`config.mk`:
```
export PLATFORM = sky130hd
export DESIGN_NAME = fir_mac_sequencer
export DESIGN_NICKNAME = d
export VERILOG_FILES = /design/src/rtl/fir_mac_sequencer.sv
export SDC_FILE = /design/constraint.sdc
export NUM_CORES = 1
export LEC_CHECK = 0
export ABC_AREA = 1
export CAP_MARGIN = 0
export CORE_AREA = 2 2 49 51
export DETAILED_ROUTE_END_ITERATION = 8
export DIE_AREA = 0 0 51 53
export SYNTH_ARGS = -nofsm -noshare
export SYNTH_HDL_FRONTEND = slang
export SYNTH_SLANG_ARGS = --single-unit
export TNS_END_PERCENT = 20
```
`constraint.sdc`:
```
create_clock -name sys_clk -period 3.3 [get_ports sys_clk]
set_clock_uncertainty 0.15 [all_clocks]
set_input_delay 0.66 -clock sys_clk [delete_from_list [all_inputs] [get_ports sys_clk]]
set_output_delay 0.66 -clock sys_clk [all_outputs]
set_load 0.01 [all_outputs]
```
`src/rtl/fir_mac_sequencer.sv`:
```
// Per-sample scheduler for a folded symmetric FIR sharing one pre-adder/MAC:
// shift strobe, one MAC command per tap pair, pipeline drain, then y load.
module fir_mac_sequencer #(
  parameter int unsigned N_TAPS  = 21,
  parameter int unsigned MAC_LAT = 2,
  parameter int unsigned IDX_W   = (((N_TAPS + 1) / 2) > 1) ? $clog2((N_TAPS + 1) / 2) : 1
) (
  input  logic             sys_clk,
  input  logic             reset,
  input  logic             sam_clk_en,
  input  logic             enable,
  output logic             shift_en,
  output logic             mac_en,
  output logic             acc_clr,
  output logic             center,
  output logic [IDX_W-1:0] tap_idx,
  output logic             y_load,
  output logic             busy,
  output logic             overrun
);

  localparam int unsigned NPAIR = (N_TAPS + 1) / 2;
  localparam int unsigned DRN_W = (MAC_LAT > 1) ? $clog2(MAC_LAT) : 1;
  localparam logic [IDX_W-1:0] LAST_IDX = IDX_W'(NPAIR - 1);
  localparam logic [DRN_W-1:0] LAST_DRN = DRN_W'((MAC_LAT > 0) ? (MAC_LAT - 1) : 0);
  localparam bit ODD = (N_TAPS % 2) == 1;

  typedef enum logic [2:0] {
    IDLE,
    SHIFT,
    RUN,
    DRAIN,
    DONE
  } state_t;

  state_t           state;
  logic [DRN_W-1:0] drn_cnt;
  logic             req;

  assign req = sam_clk_en & enable;

  // tap_idx doubles as the RUN pass counter; drn_cnt counts MAC pipeline latency
  always_ff @(posedge sys_clk) begin
    if (reset) begin
      state    <= IDLE;
      drn_cnt  <= '0;
      shift_en <= 1'b0;
      mac_en   <= 1'b0;
      acc_clr  <= 1'b0;
      center   <= 1'b0;
      tap_idx  <= '0;
      y_load   <= 1'b0;
      busy     <= 1'b0;
      overrun  <= 1'b0;
    end else begin
      shift_en <= 1'b0;
      acc_clr  <= 1'b0;
      center   <= 1'b0;
      y_load   <= 1'b0;
      case (state)
        IDLE: begin
          if (req) begin
            state    <= SHIFT;
            shift_en <= 1'b1;
            busy     <= 1'b1;
          end
        end
        SHIFT: begin
          if (req) overrun <= 1'b1;
          state   <= RUN;
          mac_en  <= 1'b1;
          acc_clr <= 1'b1;
          tap_idx <= '0;
          center  <= ODD && (NPAIR == 1);
        end
        RUN: begin
          if (req) overrun <= 1'b1;
          if (tap_idx == LAST_IDX) begin
            mac_en  <= 1'b0;
            drn_cnt <= '0;
            if (MAC_LAT == 0) begin
              state  <= DONE;
              y_load <= 1'b1;
            end else begin
              state <= DRAIN;
            end
          end else begin
            tap_idx <= tap_idx + IDX_W'(1);
            center  <= ODD && ((tap_idx + IDX_W'(1)) == LAST_IDX);
          end
        end
        DRAIN: begin
          if (req) overrun <= 1'b1;
          if (drn_cnt == LAST_DRN) begin
            state  <= DONE;
            y_load <= 1'b1;
          end else begin
            drn_cnt <= drn_cnt + DRN_W'(1);
          end
        end
        DONE: begin
          // a request landing on the y_load cycle chains straight into the next sample
          if (req) begin
            state    <= SHIFT;
            shift_en <= 1'b1;
          end else begin
            state <= IDLE;
            busy  <= 1'b0;
          end
        end
        default: begin
          state  <= IDLE;
          mac_en <= 1'b0;
          busy   <= 1'b0;
        end
      endcase
    end
  end

endmodule
```
==> summary.txt, run 1 <==
GRT
  – Total track usage: 0.125
  – First-pass GRT wire length: 2440 µm
  – Grt ovf: 0
  – Vias in the first global route: 576
  – Largest net degree at the start of global routing: 11
  – Initial antenna violation count: 0

Die
  – Std cell rows: 17
  – Die ar.: 0.00270 mm²
  – IO Pins: 15
  – Initial core utilization: 0.338
  – Die Ht: 53 µm
  – DIE WIDTH: 51 µm
  – Core ar.: 0.00215 mm²

Run
  – Max cap viols: 0

Setup path
  – Worst reg2reg path depth: 8
  – Worst path cell trace: clkdlybuf4s50_1
  – CP Capture Type: primary output
  – Worst Path Max Fanout: 7
  – Worst EP arrival: 1.30 ns
  – WP data required: 2.49 ns
  – WP buf/inv: 1
  – Cell family with most CP delay: buffers and inverters
  – Crit-path max cell delay: 0.58 ns
  – CP Class: flip-flop to primary output
  – CP Launch Type: flip-flop
  – Critical Path Stages: 1
  – Worst path slowest cell: clkdlybuf4s50_1

STA
  – Worst hold slack: 0.330 ns
  – Fin crit period: 2.11 ns
  – Final Hold Vio Count: 0
  – Final period utilization: 0.640
  – Final-report max-slew violation count: 0
  – Worst slew pin tran: 0.270 ns
  – RSZ-0062 raised after global routing: false
  – Slew headroom: 0.820
  – Final setup vio count: 0
  – Highest Clock Rate: 473 MHz
  – Setup TNS: 0 ns
  – Worst setup margin: 1.19 ns

Clocking
  – Hold_buf cts: 0
  – CTS Sinks: 15
  – Clk buf depth: 2
  – H-tree levels: 1
  – CTS tree: done
  – Clock latency on the worst-skew pair: 0.28 ns
  – Root Buffer: clkbuf_4
  – Clock-pin slew on the worst setup and hold paths: 0.09 ns
  – CTS Buf Count: 3
  – Post-CTS sizing: 0
  – Post CTS Setup Buffer Count: 0

Logic synthesis
  – Synth Area per Inst: 7.48 µm²
  – Share of the synthesized area in the top cell type: 0.414
  – Synth unique cells: 18
  – #FFs+latches synth: 15
  – Post-synth net total: 104
  – Synth Cell Area: 726 µm²
  – Mapped Cells: 97
  – Post-synth top area cell: dfxtp_1
  – Sequential area share after synthesis: 0.414
  – Largest cells by area after synthesis: dfxtp_1 (41%), nand2_1 (9.3%), nor2_1 (9.3%)
  – Yosys Warn Count: 0

Routing
  – Pre-antenna DRT Iters: 4
  – Via count: 679
  – Drt drc: 0
  – Drt wl/cell: 9.98 µm
  – Antenna viol nets, final: 0
  – DR iter-0 viols: 20
  – Final wirelength: 1430 µm
  – Vias per inst: 4.75

Place
  – # port buffers: 14
  – Post-Place Setup Slack: 1.34 ns
  – GPL Wtd Cong: 0.866
  – HPWL after DPL: 1080 µm
  – DP Cell Count: 139

Power and ir drop
  – P_leak: 0.402 nW
  – Internal Power: 0.368 mW
  – Worst vdd ir: 0.190 mV
  – Switching share of power: 0.387
  – Psw: 0.232 mW
  – Logic pwr share: 0.407
  – Clk network pwr share: 0.173
  – Register share of total power: 0.420
  – PwrDens: 647 mW/mm²

Final layout
  – Final antenna diode count: 0
  – Share of cells above drive strength 1: 0.157
  – # nets final: 123
  – Non-filler cells, final: 143
  – Area delta synth->final: 27.8%
  – # fillers: 221

Outcome
  – Status: finished, final reports clean

Hold path
  – Worst hold stages: 2
  – HP Class: flip-flop to flip-flop
[cell families (layout without fill, tap and decap cells)]
logic type | Yosys count | after routing | share of synthesized area
AO/OA/AOI/OAI | 8 | 8 | 0.0672
XOR/XNOR | 1 | 1 | 0.0121
adder cells (fa/ha/maj) | 3 | 3 | 0.0517
buffers and inverters | 13 | 31 | 0.0672
flip-flops | 15 | 15 | 0.414
AND/OR/NAND/NOR | 57 | 57 | 0.388
[cell type report]
type                            count  area, µm²  share of cell area
Inverter                           13       48.8              0.0526
Tap cell                           28       35.0              0.0378
Timing Repair Buffer               14        140               0.151
Sequential cell                    15        300               0.324
Clock buffer                        4       26.3              0.0283
Multi-Input combinational cell     69        377               0.406
[state kept, by name, summed over array words and instances, names as in the netlist]
| name | count |
|---|---|
| center | 1 |
| tap_idx | 4 |
| mac_en | 1 |
| acc_clr | 1 |
| state | 3 |
| drn_cnt | 1 |
| busy | 1 |
| y_load | 1 |
| overrun | 1 |
| shift_en | 1 |
[cells in the final DEF (no fill, tap or decap), types with 2 or more instances in the layout]
| cell | n |
|---|---|
| dfxtp_1 | 15 |
| nor2_1 | 18 |
| nor2_4 | 2 |
| nand2_1 | 18 |
| o21ai_0 | 2 |
| ha_1 | 3 |
| a21oi_1 | 2 |
| inv_2 | 4 |
| nor2_2 | 3 |
| nand3_1 | 8 |
| nand4_1 | 3 |
| inv_1 | 9 |
| nand3_2 | 4 |
| clkdlybuf4s50_1 | 14 |
| clkbuf_4 | 3 |
| a31oi_1 | 2 |
[synthesized netlist by cell type]
cell type,instances
nand3_1,8
xnor2_1,1
inv_2,4
nor2_1,18
nor2_4,2
a21oi_2,1
o21ai_0,2
a21oi_1,2
nand4_1,3
ha_1,3
dfxtp_1,15
a31oi_1,2
nor2_2,3
nand2_2,1
nand2_1,18
nand3_2,4
inv_1,9
o211ai_1,1
[worst paths after layout]
path	startpoint	to	slack (ns)
worst max-delay path	tap_idx[0]	tap_idx[0]	1.19
worst max register to register	tap_idx[0]	state[0]	1.82
worst min-delay path	overrun	overrun	0.33
worst min register to register	overrun	overrun	0.33
[layer usage]
metal  track usage  wire (µm)  vias up
li1              -          -      349
met1         0.153        669      304
met2         0.186        660       24
met3        0.0226         69        2
met4         0.108         27        0
met5             0          0        -
[power by group through the flow]
stage,registers [mW],clock network [mW],logic (mW)
final,0.252,0.104,0.244
after global routing,0.258,0.119,0.275
after CTS,0.253,0.111,0.245
after detailed placement,0.257,0,0.243
after global placement,0.257,0,0.242
after floorplan,0.261,0,0.154
[per-stage QoR]
stage                     instance area, µm²  utilization  total power [mW]
after floorplan                          726            -             0.416
after global placement                   901        0.419             0.499
after CTS                                927        0.432             0.609
after detailed placement                 901        0.419             0.500
after global routing                     927        0.432             0.651
final                                    927        0.432             0.600
No activity file was read; power rests on OpenSTA's default activity.
==> inputs of run 2 (changes only) <==
Clock period 3.3 ns to 2.2 ns, I/O delays scaled along.
==> run 2 against run 1 <==
Effect of this change: sequential share of layout area stayed put; sequential power is 51% higher; sequential cell count stayed put; non-clock buffer count stayed put; count of clock-buffer cells in the layout stayed put; clock power is 49% higher; first-iteration DRC count is 20% higher; routed wire length is 2.2% lower; core utilization stayed put.
==> summary.txt, run 2 (synthesis gave the netlist of run 1 again) <==
Place
  – HPWL after DPL: 1080 µm
  – GPL Wtd Cong: 0.866
  – Placed cell area: 901 µm²
  – # port buffers: 14

Outcome
  – Status: finished, final reports clean

Final layout
  – Share of cells above drive strength 1: 0.157
  – Commonest non-fill, non-tap cells in the layout: nand2_1 (18), nor2_1 (18), dfxtp_1 (15)
  – # nets final: 123
  – Fin area: 927 µm²
  – Final antenna diode count: 0
  – Area delta synth->final: 27.8%
  – Top Registers: tap_idx x4, state x3
  – Multi-input gate area: 377 µm²
  – Largest register FFs: 4
  – Final Util: 0.432
  – Sequential Area: 300 µm²
  – # fillers: 223
  – Most flop-heavy register: tap_idx

Setup path
  – CP Launch Type: flip-flop
  – WP data required: 1.61 ns
  – Cell family with most CP delay: buffers and inverters
  – Worst Path Max Fanout: 7
  – WP buf/inv: 1
  – CP Class: flip-flop to primary output
  – Worst path cell trace: clkdlybuf4s50_1
  – Worst EP arrival: 1.32 ns
  – Crit-path max cell delay: 0.59 ns
  – Worst path slowest cell: clkdlybuf4s50_1
  – CP Capture Type: primary output

Routing
  – Antenna viol nets, final: 0
  – Via count: 657
  – Drt wl/cell: 9.76 µm
  – Drt drc: 0
  – Vias per inst: 4.59
  – DR iter-0 viols: 24
  – Final wirelength: 1400 µm
  – Pre-antenna DRT Iters: 5

STA
  – Slew headroom: 0.821
  – Final-report max-slew violation count: 0
  – Fin crit period: 1.91 ns
  – Final Hold Vio Count: 0
  – Final period utilization: 0.866
  – RSZ-0062 raised after global routing: false
  – Worst slew pin tran: 0.268 ns
  – Highest Clock Rate: 525 MHz
  – Setup TNS: 0 ns
  – Final setup vio count: 0

Power and ir drop
  – P_leak: 0.402 nW
  – PwrDens: 973 mW/mm²
  – Worst vdd ir: 0.337 mV
  – Final Power: 0.902 mW

Hold path
  – HP Class: flip-flop to flip-flop

GRT
  – Grt peak-use layer: met2
  – First-pass GRT wire length: 2490 µm
  – Largest net degree at the start of global routing: 11
  – Initial antenna violation count: 0
  – Grt ovf: 0
  – Global Route met1 Usage: 0.160
  – GRT met2 Usage: 0.184
  – Vias in the first global route: 611
  – Total track usage: 0.125
  – Met3 GRT Util: 0.0226

Clocking
  – Hold_buf cts: 0
  – Post-CTS sizing: 0
  – Clk buf depth: 2
  – CTS tree: done
  – Clock latency on the worst-skew pair: 0.28 ns
  – Clock-pin slew on the worst setup and hold paths: 0.09 ns
  – Root Buffer: clkbuf_4
  – CTS Sinks: 15
  – Post CTS Setup Buffer Count: 0
  – CTS Buf Count: 3
  – H-tree levels: 1

Die
  – IO Pins: 15
  – Std cell rows: 17
  – Die ar.: 0.00270 mm²
  – Die Ht: 53 µm
  – Initial core utilization: 0.338
  – Core ar.: 0.00215 mm²
  – DIE WIDTH: 51 µm

Run
  – Max cap viols: 0
==> run 2: path summary, 6_finish.rpt <==
check / from / end / slack, ns / cells after the start
setup reg to reg: tap_idx[0] / state[0] / 0.70 / 8
setup / recovery: tap_idx[0] / tap_idx[0] / 0.29 / 1
hold / removal: overrun / overrun / 0.33 / 2
hold reg to reg: overrun / overrun / 0.33 / 2
==> run 2: metal layers <==
layer / vias up / routed length [µm]
li1: 347 / -
met1: 290 / 674
met2: 16 / 634
met3: 4 / 52
met4: 0 / 35
met5: - / 0
==> run 2: area by class of cell <==
class / instances / area share
multi-input cells: 69 / 0.406
repair buffers: 14 / 0.151
well taps: 28 / 0.0378
flip-flops and latches: 15 / 0.324
inverters: 13 / 0.0526
clock buffers: 4 / 0.0283
==> run 2: through the flow <==
stage,setup slack (ns),std cells,hold WS [ns]
after global placement,0.502,139,0.315
final,0.294,143,0.329
after detailed placement,0.458,139,0.323
after global routing,0.247,143,0.353
after floorplan,0.762,97,0.301
after CTS,0.277,143,0.337
==> run 2: power by group <==
group | switching, mW | total [mW] | internal [mW] | leakage [nW]
sequential | 0.0599 | 0.380 | 0.320 | 0.122
clock | 0.0850 | 0.155 | 0.0703 | 0.0150
combinational | 0.205 | 0.367 | 0.162 | 0.265
==> inputs of run 3 (changes only) <==
Settings changed: CORE_AREA 2 2 49 51 to 2 2 46 48, DIE_AREA 0 0 51 53 to 0 0 48 50, GPL_TIMING_DRIVEN set to 0.
==> run 3 against run 2 <==
Effect of this change: sequential power about the same; via count is 1.8% lower; sequential share of layout area did not move; cell count fell by 0.70%; setup slack worse by 0.014 ns; maximum frequency fell by 0.73%; critical path depth did not move; die area decreased by 11%; clock power rose by 5%; combinational power is 1% lower.
==> summary.txt, run 3 (synthesis gave the netlist of run 1 again) <==
Setup path
  – Crit-path max cell delay: 0.59 ns
  – CP Class: flip-flop to primary output
  – R2R setup slack: 0.67 ns
  – Worst path cell trace: clkdlybuf4s50_1
  – CP Capture Type: primary output
  – WP buf/inv: 1
  – RR Startpoint: tap_idx[0]
  – CP Launch Type: flip-flop
  – Worst Path Max Fanout: 7
  – End of the worst register-to-register path: tap_idx[1]
  – Worst EP arrival: 1.33 ns
  – WP data required: 1.61 ns
  – Cell family with most CP delay: buffers and inverters
  – Worst reg2reg path depth: 8
  – Worst path slowest cell: clkdlybuf4s50_1
  – CP startpoint: tap_idx[0]

Power and ir drop
  – Psw: 0.355 mW
  – Clk network pwr share: 0.180
  – Switching share of power: 0.393
  – PwrDens: 974 mW/mm²
  – P_leak: 0.405 nW
  – Register share of total power: 0.419
  – Worst vdd ir: 0.401 mV
  – Internal Power: 0.549 mW
  – Final Power: 0.903 mW
  – Logic pwr share: 0.402

Clocking
  – Clock-pin slew on the worst setup and hold paths: 0.10 ns
  – CTS Sinks: 15
  – Clk buf depth: 2
  – Post-CTS sizing: 0
  – Hold_buf cts: 0
  – Clock latency on the worst-skew pair: 0.29 ns
  – CTS tree: done
  – H-tree levels: 1
  – Post CTS Setup Buffer Count: 0
  – Root Buffer: clkbuf_4
  – CTS Buf Count: 3

Final layout
  – Commonest non-fill, non-tap cells in the layout: nand2_1 (18), nor2_1 (18), dfxtp_1 (15)
  – Final antenna diode count: 0
  – Top Registers: tap_idx x4, state x3
  – Most flop-heavy register: tap_idx
  – Largest register FFs: 4
  – Multi-input gate area: 377 µm²
  – # nets final: 123
  – Sequential Area: 300 µm²
  – # fillers: 185
  – Non-filler cells, final: 142
  – Share of cells above drive strength 1: 0.165
  – Area delta synth->final: 27.8%

Routing
  – Via count: 645
  – Pre-antenna DRT Iters: 4
  – Drt wl/cell: 9.68 µm
  – Vias per inst: 4.54
  – Antenna viol nets, final: 0
  – DR iter-0 viols: 11
  – Drt drc: 0
  – Final wirelength: 1380 µm

STA
  – Worst slew pin tran: 0.273 ns
  – Slew headroom: 0.817
  – Worst hold slack: 0.337 ns
  – Final-report max-slew violation count: 0
  – Highest Clock Rate: 521 MHz
  – Final setup vio count: 0
  – Final Hold Vio Count: 0
  – Fin crit period: 1.92 ns
  – RSZ-0062 raised after global routing: false
  – Final period utilization: 0.873
  – Setup TNS: 0 ns

Die
  – Die ar.: 0.00240 mm²
  – Std cell rows: 16
  – Initial core utilization: 0.382
  – Core ar.: 0.00190 mm²
  – IO Pins: 15
  – DIE WIDTH: 48 µm
  – Die Ht: 50 µm

Place
  – HPWL after DPL: 1030 µm
  – # port buffers: 14
  – GPL Wtd Cong: 0.747
  – DP Cell Count: 138

Hold path
  – Hold Crit Endpoint: overrun
  – Hold Startpoint: overrun
  – Worst hold stages: 2
  – HP Class: flip-flop to flip-flop

Run
  – Max cap viols: 0

GRT
  – Initial antenna violation count: 0
  – Vias in the first global route: 557
  – Total track usage: 0.140
  – First-pass GRT wire length: 2420 µm
  – Largest net degree at the start of global routing: 11
  – Grt ovf: 0

Outcome
  – Status: finished, final reports clean
## run 3: changes by cell type in the layout (fill, tap and decap cells not counted)
cell / before / now
clkbuf_1: 1 / 0
clkinv_2: 0 / 1
## run 3: worst max path at each step
stage | endpoint | slack [ns] | cells after the start
floorplan | tap_idx[0] | 0.76 | 8
global placement | drn_cnt | 0.44 | 4
CTS | tap_idx[0] | 0.26 | 1
finish | tap_idx[0] | 0.28 | 1
global route | tap_idx[0] | 0.21 | 1
detailed placement | drn_cnt | 0.46 | 4
## run 3: area by class of cell
class	count	share of cell area
inverters	13	0.0526
repair buffers	14	0.151
multi-input cells	69	0.406
clock buffers	3	0.0243
clock inverters	1	0.00540
well taps	27	0.0364
flip-flops and latches	15	0.324
## run 3: power groups by stage
stage	Sequential (mW)	Clock (mW)	Combinational, mW
after floorplan	0.392	0	0.231
after CTS	0.379	0.172	0.366
after global placement	0.385	0	0.362
final	0.378	0.162	0.363
after global routing	0.390	0.179	0.407
after detailed placement	0.386	0	0.363
## run 3: metal layers
metal,share of wire,global-route usage
met1,0.50,0.204
met2,0.44,0.173
met3,0.041,0.0330
met4,0.022,0.0991
met5,0,0
## run 3: stage by stage
stage | utilization | cell area (µm²) | worst slack [ns]
floorplan | - | 726 | 0.762
detailed placement | 0.473 | 900 | 0.462
finish | 0.488 | 927 | 0.280
CTS | 0.488 | 927 | 0.259
global placement | 0.473 | 900 | 0.445
global route | 0.488 | 927 | 0.211
